[src/rtl/shift_divider_if.sv]
// Load/operand/result bundle between the shift divider and its controller.
// The controller side drives the operands; the divider drives results and status.
interface shift_divider_if #(
    parameter int N = 6
);
    logic           load;
    logic [2*N-1:0] dividend;
    logic [N-1:0]   divisor;
    logic [N-1:0]   quotient;
    logic [N-1:0]   remainder;
    logic           busy;
    logic           done;
    logic           div_by_zero;
    logic           overflow;

    modport master (
        output load, dividend, divisor,
        input  quotient, remainder, busy, done, div_by_zero, overflow
    );

    modport slave (
        input  load, dividend, divisor,
        output quotient, remainder, busy, done, div_by_zero, overflow
    );
endinterface

[src/rtl/shift_divider.sv]
// Restoring shift-subtract divider: 2N-bit dividend / N-bit divisor -> N-bit
// quotient and remainder in N steps, with divide-by-zero and overflow shortcuts.
module shift_divider #(
    parameter int N = 6
) (
    input  logic            clk,
    input  logic            reset,
    shift_divider_if.slave  bus
);
    localparam int CW = $clog2(N + 1);

    typedef enum logic [1:0] {IDLE, RUN, DONE} state_e;

    state_e         state_q, state_d;
    logic [CW-1:0]  cnt_q, cnt_d;
    logic [N-1:0]   r_q, r_d;
    logic [N-1:0]   qw_q, qw_d;
    logic [N-1:0]   d_q, d_d;
    logic [N-1:0]   quot_q, quot_d;
    logic [N-1:0]   rem_q, rem_d;
    logic           dbz_q, dbz_d;
    logic           ovf_q, ovf_d;

    logic [N:0]     r_sh;
    logic [N-1:0]   t;
    logic           fits;

    always_comb begin
        state_d = state_q;
        cnt_d   = cnt_q;
        r_d     = r_q;
        qw_d    = qw_q;
        d_d     = d_q;
        quot_d  = quot_q;
        rem_d   = rem_q;
        dbz_d   = dbz_q;
        ovf_d   = ovf_q;

        // R stays below D between steps, so the stored N bits plus the bit
        // shifted in from Q form the full N+1-bit partial remainder; when the
        // subtraction fits, the difference is below D and the low N bits suffice.
        r_sh = {r_q, qw_q[N-1]};
        fits = (r_sh >= {1'b0, d_q});
        t    = r_sh[N-1:0] - d_q;

        case (state_q)
            RUN: begin
                r_d   = fits ? t : r_sh[N-1:0];
                qw_d  = {qw_q[N-2:0], fits};
                cnt_d = cnt_q - CW'(1);
                if (cnt_q == CW'(1)) begin
                    state_d = DONE;
                    quot_d  = qw_d;
                    rem_d   = r_d;
                end
            end
            default: begin
                state_d = IDLE;
                if (bus.load) begin
                    if (bus.divisor == '0) begin
                        state_d = DONE;
                        dbz_d   = 1'b1;
                        ovf_d   = 1'b0;
                        quot_d  = '1;
                        rem_d   = bus.dividend[N-1:0];
                    end else if (bus.dividend[2*N-1:N] >= bus.divisor) begin
                        state_d = DONE;
                        dbz_d   = 1'b0;
                        ovf_d   = 1'b1;
                        quot_d  = '1;
                        rem_d   = '0;
                    end else begin
                        state_d = RUN;
                        r_d     = bus.dividend[2*N-1:N];
                        qw_d    = bus.dividend[N-1:0];
                        d_d     = bus.divisor;
                        cnt_d   = CW'(N);
                        dbz_d   = 1'b0;
                        ovf_d   = 1'b0;
                    end
                end
            end
        endcase
    end

    always_ff @(posedge clk) begin
        if (!reset) begin
            state_q <= IDLE;
            cnt_q   <= '0;
            r_q     <= '0;
            qw_q    <= '0;
            d_q     <= '0;
            quot_q  <= '0;
            rem_q   <= '0;
            dbz_q   <= 1'b0;
            ovf_q   <= 1'b0;
        end else begin
            state_q <= state_d;
            cnt_q   <= cnt_d;
            r_q     <= r_d;
            qw_q    <= qw_d;
            d_q     <= d_d;
            quot_q  <= quot_d;
            rem_q   <= rem_d;
            dbz_q   <= dbz_d;
            ovf_q   <= ovf_d;
        end
    end

    assign bus.quotient    = quot_q;
    assign bus.remainder   = rem_q;
    assign bus.div_by_zero = dbz_q;
    assign bus.overflow    = ovf_q;
    assign bus.busy        = (state_q == RUN);
    assign bus.done        = (state_q == DONE);
endmodule

[src/flat_wrapper.sv]
// flat-port wrapper written by rule: the top's interface ports become plain ports
module shift_divider_flat 
#(
    parameter int N = 6
)
  (clk, reset, bus_load, bus_dividend, bus_divisor, bus_quotient, bus_remainder, bus_busy, bus_done, bus_div_by_zero, bus_overflow);
  shift_divider_if #(.N(N)) bus_i ();
  input  logic clk;
  input  logic reset;
  input wire logic [$bits(bus_i.load)-1:0] bus_load;
  input wire logic [$bits(bus_i.dividend)-1:0] bus_dividend;
  input wire logic [$bits(bus_i.divisor)-1:0] bus_divisor;
  output wire logic [$bits(bus_i.quotient)-1:0] bus_quotient;
  output wire logic [$bits(bus_i.remainder)-1:0] bus_remainder;
  output wire logic [$bits(bus_i.busy)-1:0] bus_busy;
  output wire logic [$bits(bus_i.done)-1:0] bus_done;
  output wire logic [$bits(bus_i.div_by_zero)-1:0] bus_div_by_zero;
  output wire logic [$bits(bus_i.overflow)-1:0] bus_overflow;
  assign bus_i.load = bus_load;
  assign bus_i.dividend = bus_dividend;
  assign bus_i.divisor = bus_divisor;
  assign bus_quotient = bus_i.quotient;
  assign bus_remainder = bus_i.remainder;
  assign bus_busy = bus_i.busy;
  assign bus_done = bus_i.done;
  assign bus_div_by_zero = bus_i.div_by_zero;
  assign bus_overflow = bus_i.overflow;
  shift_divider #(.N(N)) u_core (.clk(clk), .reset(reset), .bus(bus_i));
endmodule
[config.mk]
export PLATFORM = sky130hd
export DESIGN_NAME = shift_divider_flat
export DESIGN_NICKNAME = d
export VERILOG_FILES = /design/src/rtl/shift_divider_if.sv /design/src/rtl/shift_divider.sv /design/src/flat_wrapper.sv
export SDC_FILE = /design/constraint.sdc
export NUM_CORES = 1
export LEC_CHECK = 0
export CAP_MARGIN = 20
export CORE_ASPECT_RATIO = 1.5
export CORE_MARGIN = 10
export CORE_UTILIZATION = 30
export CTS_BUF_LIST = sky130_fd_sc_hd__clkbuf_8
export CTS_CLUSTER_DIAMETER = 30
export DETAILED_ROUTE_END_ITERATION = 6
export GPL_ROUTABILITY_DRIVEN = 0
export PLACE_DENSITY = 0.48
export SYNTH_ARGS = -nofsm -noshare
export SYNTH_HDL_FRONTEND = slang
export SYNTH_SLANG_ARGS = --single-unit
export TNS_END_PERCENT = 10
[constraint.sdc]
create_clock -name clk -period 6.15 [get_ports clk]
set_input_delay 1.845 -clock clk [delete_from_list [all_inputs] [get_ports clk]]
set_output_delay 1.845 -clock clk [all_outputs]
set_load 0.05 [all_outputs]
Word-level counts from Yosys, hierarchy flattened
Cells that the tools add are included.

cells by class
  mux-type cells = 31
  $lt $le $gt $ge = 2
  reduce and logical (&&, ||, !) cells = 7
  add/sub/neg operators = 2
  bitwise logic cells = 3
  equality and inequality tests = 6

operators by type and width
  kind                                                  number
  2-to-1 mux 6 bit                                      19
  2-to-1 mux 3 bit                                      4
  2-to-1 mux 2 bit                                      5
  greater-or-equal comparator 7 x 6 -> 1 bit            1
  greater-or-equal comparator 6 bit                     1
  logical NOT 6 bit                                     1
  AND reduction 3 bit                                   2
  subtractor 6 bit                                      1
  != test 2 bit (second input constant)                 2
  AND reduction 4 bit                                   1
  equality test 3 x 1 -> 1 bit (second input constant)  1
  2-to-1 mux 1 bit                                      3
  inverter 1 bit                                        3
  nonzero test 3 bit                                    1
  subtractor 3 x 1 -> 3 bit (second input constant)     1
  equality test 2 x 1 -> 1 bit (second input constant)  1
  equality test 2 bit (second input constant)           1
  != test 2 x 1 -> 1 bit (second input constant)        1
  AND reduction 2 bit                                   1
  nonzero test 2 bit                                    1

word-level totals
  register bits = 37
  output and inout port bits = 16
  word-level logic and storage cells = 60
  input bits = 21

Depth between registers and ports, before layout
Gate-level depths: netlist (run 1).

  depth after elaboration = 5
  mapped depth = 9
  gate-level depth less buffers = 9

Worst setup path before layout (run 1)
No wires, ideal clock.

  path kind = input -> register
  start point = in bus_dividend[6]
  end point = reg u_core.d_q[1]
  required time = 6.022 ns
  buffers on the path = 1
  stages = 9
  arrival = 3.376 ns
  library setup time = 0.128 ns
  setup slack = 2.647 ns
  cells stage by stage = inv_1 -> ha_1 -> nand2b_4 -> a211oi_2 -> o22a_4 -> nor3b_2 -> buf_6 -> mux2i_1 -> nor2_1

on the way
  cells in the longest elaborated chain, start to end = 3

ends and longest elaborated chain
  element                               RTL line              text
  from (decl)                           flat_wrapper.sv:11    input wire logic [$bits(bus_i.dividend)-1:0] bus_dividend;
  greater-or-equal comparator 6 bit     shift_divider.sv:66   end else if (bus.dividend[2*N-1:N] >= bus.divisor) begin
  inverter 1 bit (no source line)       n/a
  AND reduction 4 bit (no source line)  n/a
  to (signal assigned)                  shift_divider.sv:92   d_q <= '0;
  to (signal assigned)                  shift_divider.sv:102  d_q <= d_d;
  to (decl)                             shift_divider.sv:18   logic [N-1:0] d_q, d_d;

No other way between the ends.
A chain may end at the register's enable or synchronous reset.

Worst setup path after layout (run 1)
  start point = in bus_divisor[3]
  end point = reg u_core.qw_q[0]

on the way
  cells in the longest elaborated chain, start to end = 3
  elaborated cells between the ends (all ways) = 5
  those cells by class = order compare (1); eq/ne (2); reduce/logical (2)

ends and longest elaborated chain
  element                                                                        RTL line                                  text
  from (decl)                                                                    flat_wrapper.sv:12                        input wire logic [$bits(bus_i.divisor)-1:0] bus_divisor;
  greater-or-equal comparator 6 bit / logical NOT 6 bit (equally long branches)  shift_divider.sv:66, shift_divider.sv:60
  != test 2 bit (no source line)                                                 n/a
  AND reduction 3 bit (no source line) (*)                                       n/a
  to (signal assigned)                                                           shift_divider.sv:101                      qw_q <= qw_d;
  to (decl)                                                                      shift_divider.sv:17                       logic [N-1:0] qw_q, qw_d;

Every way passes the cells marked *; elsewhere a longest branch is shown, timed or not.

==> metrics.csv, run 1 <==
stage,metric,value,unit
synth,Synth Cell Area,0.00204,mm²
timing,Final Critical Period,4320,ps
cts,CTS Buf Count,5,
critical_path,Worst setup EP type,register,
outcome,outcome,"finished, final reports clean",
floorplanning,Initial Util,31.1,%
critical_path,Setup CP Type,in -> reg,
place,Port-buffer cells,36,
min_path,worst min path class,reg -> reg,
floorplanning,core box area,0.00658,mm²
floorplanning,Std-Cell Rows,36,
min_path,Hold Path Sink,u_core.bus.div_by_zero,
synth,sequential share of the synthesized area,36.3,%
drt,DRC viols,0,
final_layout,layout cell share with drive strength beyond 1,12.9,%
floorplanning,io pins,37,
global_routing,vias in the first global route,1830,
synth,syn_nets,255,
cts,CTS tree,done,
timing,skew final,9.14,ps
flow_run,Max Cap Viol,0,
synth,asr flop ratio synth,0,%
drt,1st-iter DRT viols,67,
critical_path,Worst setup SP type,input port,
global_routing,initial antenna violation count,0,
timing,worst-margin pin slew,1060,ps
cts,root buffer cell,clkbuf_8,
drt,Total Wirelength,5360,µm
timing,setup tns final,0,ps
min_path,hold_sp,u_core.bus.div_by_zero,
pwr,Pwr Density,287,mW/mm²
pwr,Peak VDD IR,0.103,mV
synth,#FFs+latches synth,37,
final_layout,Fill cells,680,
place,DP HPWL,4180,µm
floorplanning,Die H,121,µm
synth,top_reg_cell synth,dfxtp_1,
floorplanning,Die Footprint,0.0106,mm²
drt,wire per inst,16.2,µm
critical_path,CP max FO,13,
drt,post-route ant nets,0,
drt,DR vias,1715,
drt,Vias/cell,5.18,
cts,clk buf depth,2,
global_routing,first-pass GRT wire length,9040,µm
synth,post-synth cell types,51,
critical_path,critical path arrival,4510,ps
synth,Post-synth EDFFs,0,
timing,Final setup viols,0,
min_path,hold depth,2,
cts,Clock Latency Late Sink,290,ps
critical_path,reg-to-reg setup timing slack,3850,ps
cts,clk sinks,37,
cts,Post-CTS Setup Bufs,0,
synth,synthesized area per cell,9.32,µm²
critical_path,reg-to-reg endpoint,u_core.qw_q[0],
pwr,Final Total Pwr,727,µW
timing,Final period util,70.3,%
final_layout,Area Overhead vs Synth,24.0,%
global_routing,global-route usage over all layers,10.6,%
cts,"Clk pin slew, worst setup/hold paths",70,ps
final_layout,n_diodes,0,
global_routing,"Remaining Overflow, GRT",0,
cts,hold buffer count at CTS,0,
cts,post-CTS sizing,0,
synth,Yosys warnings,0,
place,placed cell count,323,
final_layout,Nets,290,
global_routing,pin count of the biggest net entering global routing,25,
floorplanning,die width,87.4,µm
timing,unrepaired setup endpoints after global routing,no,
critical_path,Worst Reg-to-Reg Cells,6,
final_layout,Layout Cells excl Fill,331,
final_layout,Final Cell Area,0.00253,mm²
critical_path,Worst EP required,6330,ps
critical_path,reg2reg start,u_core.state_q[1],
timing,"Slew Viols, Final",0,
place,placed inst area,0.00245,mm²
final_layout,fin util,38.5,%
timing,fmax,231,MHz
timing,Max transition margin,29.0,%
pwr,static power due to leakage,0.953,nW
drt,First-pass DRT Iterations,7,
timing,Final Hold Vio Count,0,
cts,CTS HTree Levels,2,
synth,Gate Count Post-Synth,219,
cell families after synthesis:
kind of cell | Yosys count | share of synthesized area, %
adder cells (fa/ha/maj) | 15 | 9.56
AND/OR/NAND/NOR | 60 | 16.2
multiplexers | 10 | 4.90
buffers and inverters | 30 | 6.92
flip-flops | 37 | 36.3
AO/OA/AOI/OAI | 64 | 24.8
XOR/XNOR | 3 | 1.29
stage by stage:
stage,hold WS (ps),setup WS (ps)
after floorplan,460,2650
after global placement,478,1540
after detailed placement,482,1470
after CTS,501,1800
after global routing,526,1650
final,494,1830
where the power goes:
group	internal (mW)	switching, mW
Sequential	0.268	0.0192
Clock	0.0783	0.0899
Combinational	0.112	0.159
worst max-delay path, cell delays in order:
cell,delay (ps)
clkdlybuf4s50_1,500
inv_1,50
ha_1,300
a211oi_1,300
o22a_4,250
nor3b_2,860
a222oi_1,180
and2_1,220
per-layer routing:
metal	vias to the layer above	global-route usage (%)	routed length (µm)
li1	878	-	-
met1	799	12.1	2430
met2	34	18.7	2630
met3	4	2.62	232
met4	0	3.30	63
met5	-	0	0
synthesized netlist by cell type, drive strengths merged, types with 2 or more instances:
master,n,area share (%)
a211oi,3,1.3
a21oi,19,5.9
a22o,2,0.86
a22oi,5,2.1
a311oi,7,3.9
a31oi,6,1.8
and2,4,1.3
buf,6,2.5
clkbuf,4,0.74
dfxtp,37,36
ha,14,8.6
inv,19,3.5
mux2i,10,4.9
nand2,9,1.7
nand2b,2,0.98
nand3,3,0.98
nor2,15,2.8
nor2b,2,0.61
nor3,17,4.7
nor3b,2,1.2
o21a,2,0.74
o21ai,9,2.2
o221a,5,2.8
xnor2,2,0.86
placed cells by master (no fill, tap or decap), types with 5 or more instances in the layout:
master | synthesis | final
nor3_1 | 15 | 15
o221a_2 | 5 | 5
clkbuf_8 | 0 | 5
ha_1 | 14 | 14
nand2_1 | 9 | 9
a31oi_1 | 6 | 6
o21ai_0 | 8 | 8
mux2i_1 | 10 | 10
a21oi_1 | 16 | 16
dfxtp_1 | 37 | 37
nor2_1 | 15 | 15
inv_1 | 19 | 19
clkdlybuf4s50_1 | 0 | 36
worst max-delay path by stage:
stage	startpoint	endpoint	slack (ps)	cells past startpoint
final	bus_divisor[3]	u_core.qw_q[0]	1830	8
after global routing	bus_divisor[3]	u_core.qw_q[0]	1650	8
after CTS	bus_divisor[3]	u_core.qw_q[0]	1800	8
after detailed placement	bus_divisor[3]	u_core.qw_q[0]	1470	8
after global placement	bus_divisor[3]	u_core.qw_q[0]	1540	8
after floorplan	bus_dividend[6]	u_core.d_q[1]	2650	9
layout make-up:
cell class / instances / area, µm² / share of cell area [%]
clock buffers: 5 / 68.8 / 2.72
clock inverters: 3 / 17.5 / 0.692
inverters: 20 / 75.1 / 2.96
multi-input cells: 152 / 1160 / 45.8
flip-flops and latches: 37 / 741 / 29.2
well taps: 76 / 95.1 / 3.75
repair buffers: 38 / 375 / 14.8
registers in the layout (all words and copies together), names as in the netlist:
register	flops
u_core.bus.quotient	6
u_core.bus.remainder	6
u_core.d_q	6
u_core.qw_q	6
u_core.r_q	6
u_core.cnt_q	3
u_core.state_q	2
u_core.bus.div_by_zero	1
u_core.bus.overflow	1
Power figures use the tool's default switching activity.
==> inputs of run 2 (changes only) <==
Settings changed: PLACE_DENSITY 0.48 to 0.49.
Clock period 6.15 ns to 3.47 ns, I/O delays scaled along.
==> metrics.csv, run 2 (synthesis gave the netlist of run 1 again) <==
stage,metric,value,unit,change
drt,First-pass DRT Iterations,5,,was 7
pwr,Pwr Density,538,mW/mm²,was 287 mW/mm²
final_layout,n_diodes,0,,unchanged
critical_path,Worst setup EP type,register,,unchanged
floorplanning,Die Footprint,0.0106,mm²,unchanged
pwr,Final Total Pwr,1.40,mW,was 727 µW
final_layout,Area Overhead vs Synth,27.8,%,was 24.0%
timing,Final Hold Vio Count,0,,unchanged
floorplanning,Die H,121,µm,unchanged
drt,DR vias,1720,,was 1715
global_routing,initial antenna violation count,0,,unchanged
global_routing,"Remaining Overflow, GRT",0,,unchanged
pwr,Logic pwr share,35.4,%,was 37.4%
floorplanning,Initial Util,31.1,%,unchanged
drt,1st-iter DRT viols,64,,was 67
place,Port-buffer cells,36,,unchanged
place,placed inst area,0.00249,mm²,was 0.00245 mm²
global_routing,vias in the first global route,1835,,was 1830
drt,Total Wirelength,5560,µm,was 5360 µm
cts,CTS HTree Levels,2,,unchanged
flow_run,Max Cap Viol,0,,unchanged
critical_path,"Cell Chain, Critical Path",clkdlybuf4s50_1 > inv_1 > ha_1 > a211oi_1 > o22a_4 > nor3b_2 > buf_4 > mux2i_1 > nor2_1,,was clkdlybuf4s50_1 > inv_1 > ha_1 > a211oi_1 > o22a_4 > nor3b_2 > a222oi_1 > and2_1
critical_path,Worst EP required,3610,ps,was 6330 ps
cts,clk buf depth,2,,unchanged
cts,post-CTS sizing,0,,unchanged
drt,post-route ant nets,0,,unchanged
drt,Vias/cell,5.10,,was 5.18
cts,Post-CTS Setup Bufs,0,,unchanged
final_layout,"commonest non-fill, non-tap cell in the layout",dfxtp_1,,unchanged
timing,"Slew Viols, Final",0,,unchanged
pwr,Peak VDD IR,0.215,mV,was 0.103 mV
cts,clk sinks,37,,unchanged
critical_path,Setup CP Type,in -> reg,,unchanged
final_layout,most frequent cells in the layout,"37 x dfxtp_1, 35 x clkdlybuf4s50_1, 19 x inv_1",,"was 37 x dfxtp_1, 36 x clkdlybuf4s50_1, 19 x inv_1"
timing,skew final,8.50,ps,was 9.14 ps
timing,Final Critical Period,3100,ps,
min_path,worst min path class,reg -> reg,,unchanged
timing,worst-margin pin slew,921,ps,was 1060 ps
critical_path,sum of buffers and inverters on the critical path,3,,was 2
critical_path,Worst setup SP type,input port,,unchanged
pwr,P_int,915,µW,was 458 µW
cts,CTS Buf Count,5,,unchanged
timing,setup tns final,0,ps,unchanged
pwr,Switching Fraction,34.9,%,was 36.9%
timing,Final period util,89.3,%,
cts,"Clk pin slew, worst setup/hold paths",70,ps,about the same
critical_path,Crit path max-delay family,buffers and inverters,,was simple AND/OR/NAND/NOR gates
global_routing,first-pass GRT wire length,9200,µm,was 9040 µm
outcome,outcome,"finished, final reports clean",,unchanged
critical_path,Crit-path slowest cell,clkdlybuf4s50_1,,was nor3b_2
timing,unrepaired setup endpoints after global routing,no,,unchanged
place,DP HPWL,4350,µm,was 4180 µm
pwr,static power due to leakage,0.997,nW,was 0.953 nW
cts,root buffer cell,clkbuf_8,,unchanged
global_routing,pin count of the biggest net entering global routing,25,,unchanged
cts,hold buffer count at CTS,0,,unchanged
timing,Max transition margin,38.5,%,was 29.0%
critical_path,max incr delay on CP,520,ps,was 860 ps
final_layout,layout cell share with drive strength beyond 1,15.3,%,was 12.9%
floorplanning,io pins,37,,unchanged
global_routing,global-route usage over all layers,10.9,%,was 10.6%
timing,fmax,323,MHz,
critical_path,CP max FO,10,,was 13
floorplanning,die width,87.4,µm,unchanged
final_layout,Final Cell Area,0.00261,mm²,was 0.00253 mm²
cts,CTS tree,done,,unchanged
floorplanning,Std-Cell Rows,36,,unchanged
pwr,Clock Power Share,28.4,%,was 23.1%
drt,DRC viols,0,,unchanged
timing,Final setup viols,0,,unchanged
timing,Fin Hold WS,493,ps,was 494 ps
final_layout,Nets,296,,was 290
pwr,sequential power share,36.2,%,was 39.5%
cts,Clock Latency Late Sink,290,ps,about the same
drt,wire per inst,16.5,µm,was 16.2 µm
pwr,NetSw,490,µW,was 269 µW
critical_path,critical path arrival,3240,ps,was 4510 ps
floorplanning,core box area,0.00658,mm²,unchanged
[run 2: cell types whose count changed in the layout (fill, tap and decap cells not counted), sizes merged]
cell           delta
buf               +7
clkinv            -2
bufinv            +1
clkbuf            +1
clkdlybuf4s50     -1
[run 2: layer usage]
metal / share of wire [%] / track usage, %
met4: 1.3 / 3.90
met2: 50 / 18.8
met5: 0 / 0
met1: 44 / 12.4
met3: 5.1 / 3.02
[run 2: power by group through the flow]
| stage | Sequential (mW) | Clock [mW] | Combinational [mW] |
|---|---|---|---|
| 2_1_floorplan | 0.568 | 0 | 0.322 |
| 3_3_place_gp | 0.519 | 0 | 0.496 |
| 5_1_grt | 0.516 | 0.426 | 0.547 |
| 3_5_place_dp | 0.519 | 0 | 0.498 |
| 6_report | 0.509 | 0.399 | 0.497 |
| 4_1_cts | 0.509 | 0.408 | 0.499 |
[run 2: final timing paths]
kind	endpoint	slack (ps)	startpoint	cells past startpoint
worst min-delay path	u_core.bus.div_by_zero	490	u_core.bus.div_by_zero	2
worst min register to register	u_core.bus.div_by_zero	490	u_core.bus.div_by_zero	2
worst max register to register	u_core.bus.remainder[4]	1170	u_core.d_q[1]	8
worst max-delay path	u_core.d_q[4]	370	bus_divisor[3]	9
[run 2: tightest hold or removal path: stages, from the launching register on]
cell and delay, ps:
dfxtp_1 330, a21oi_1 60, nor2_1 70
[run 2: per-stage QoR]
stage          std cells  worst slack (ps)  utilization [%]
2_1_floorplan        219               771                -
5_1_grt              337               206             39.7
3_5_place_dp         329              54.8             37.8
4_1_cts              337               364             39.7
3_3_place_gp         329              98.4             37.8
6_report             337               372             39.7
[run 2: area by class of cell]
cell class / instances / area [µm²]
Tap cell: 76 / 95.1
Inverter: 20 / 75.1
Sequential cell: 37 / 741
Clock buffer: 6 / 82.6
Timing Repair Buffer: 44 / 418
Clock inverter: 2 / 37.5
Multi-Input combinational cell: 152 / 1160
Fill cell: 674 / 3970
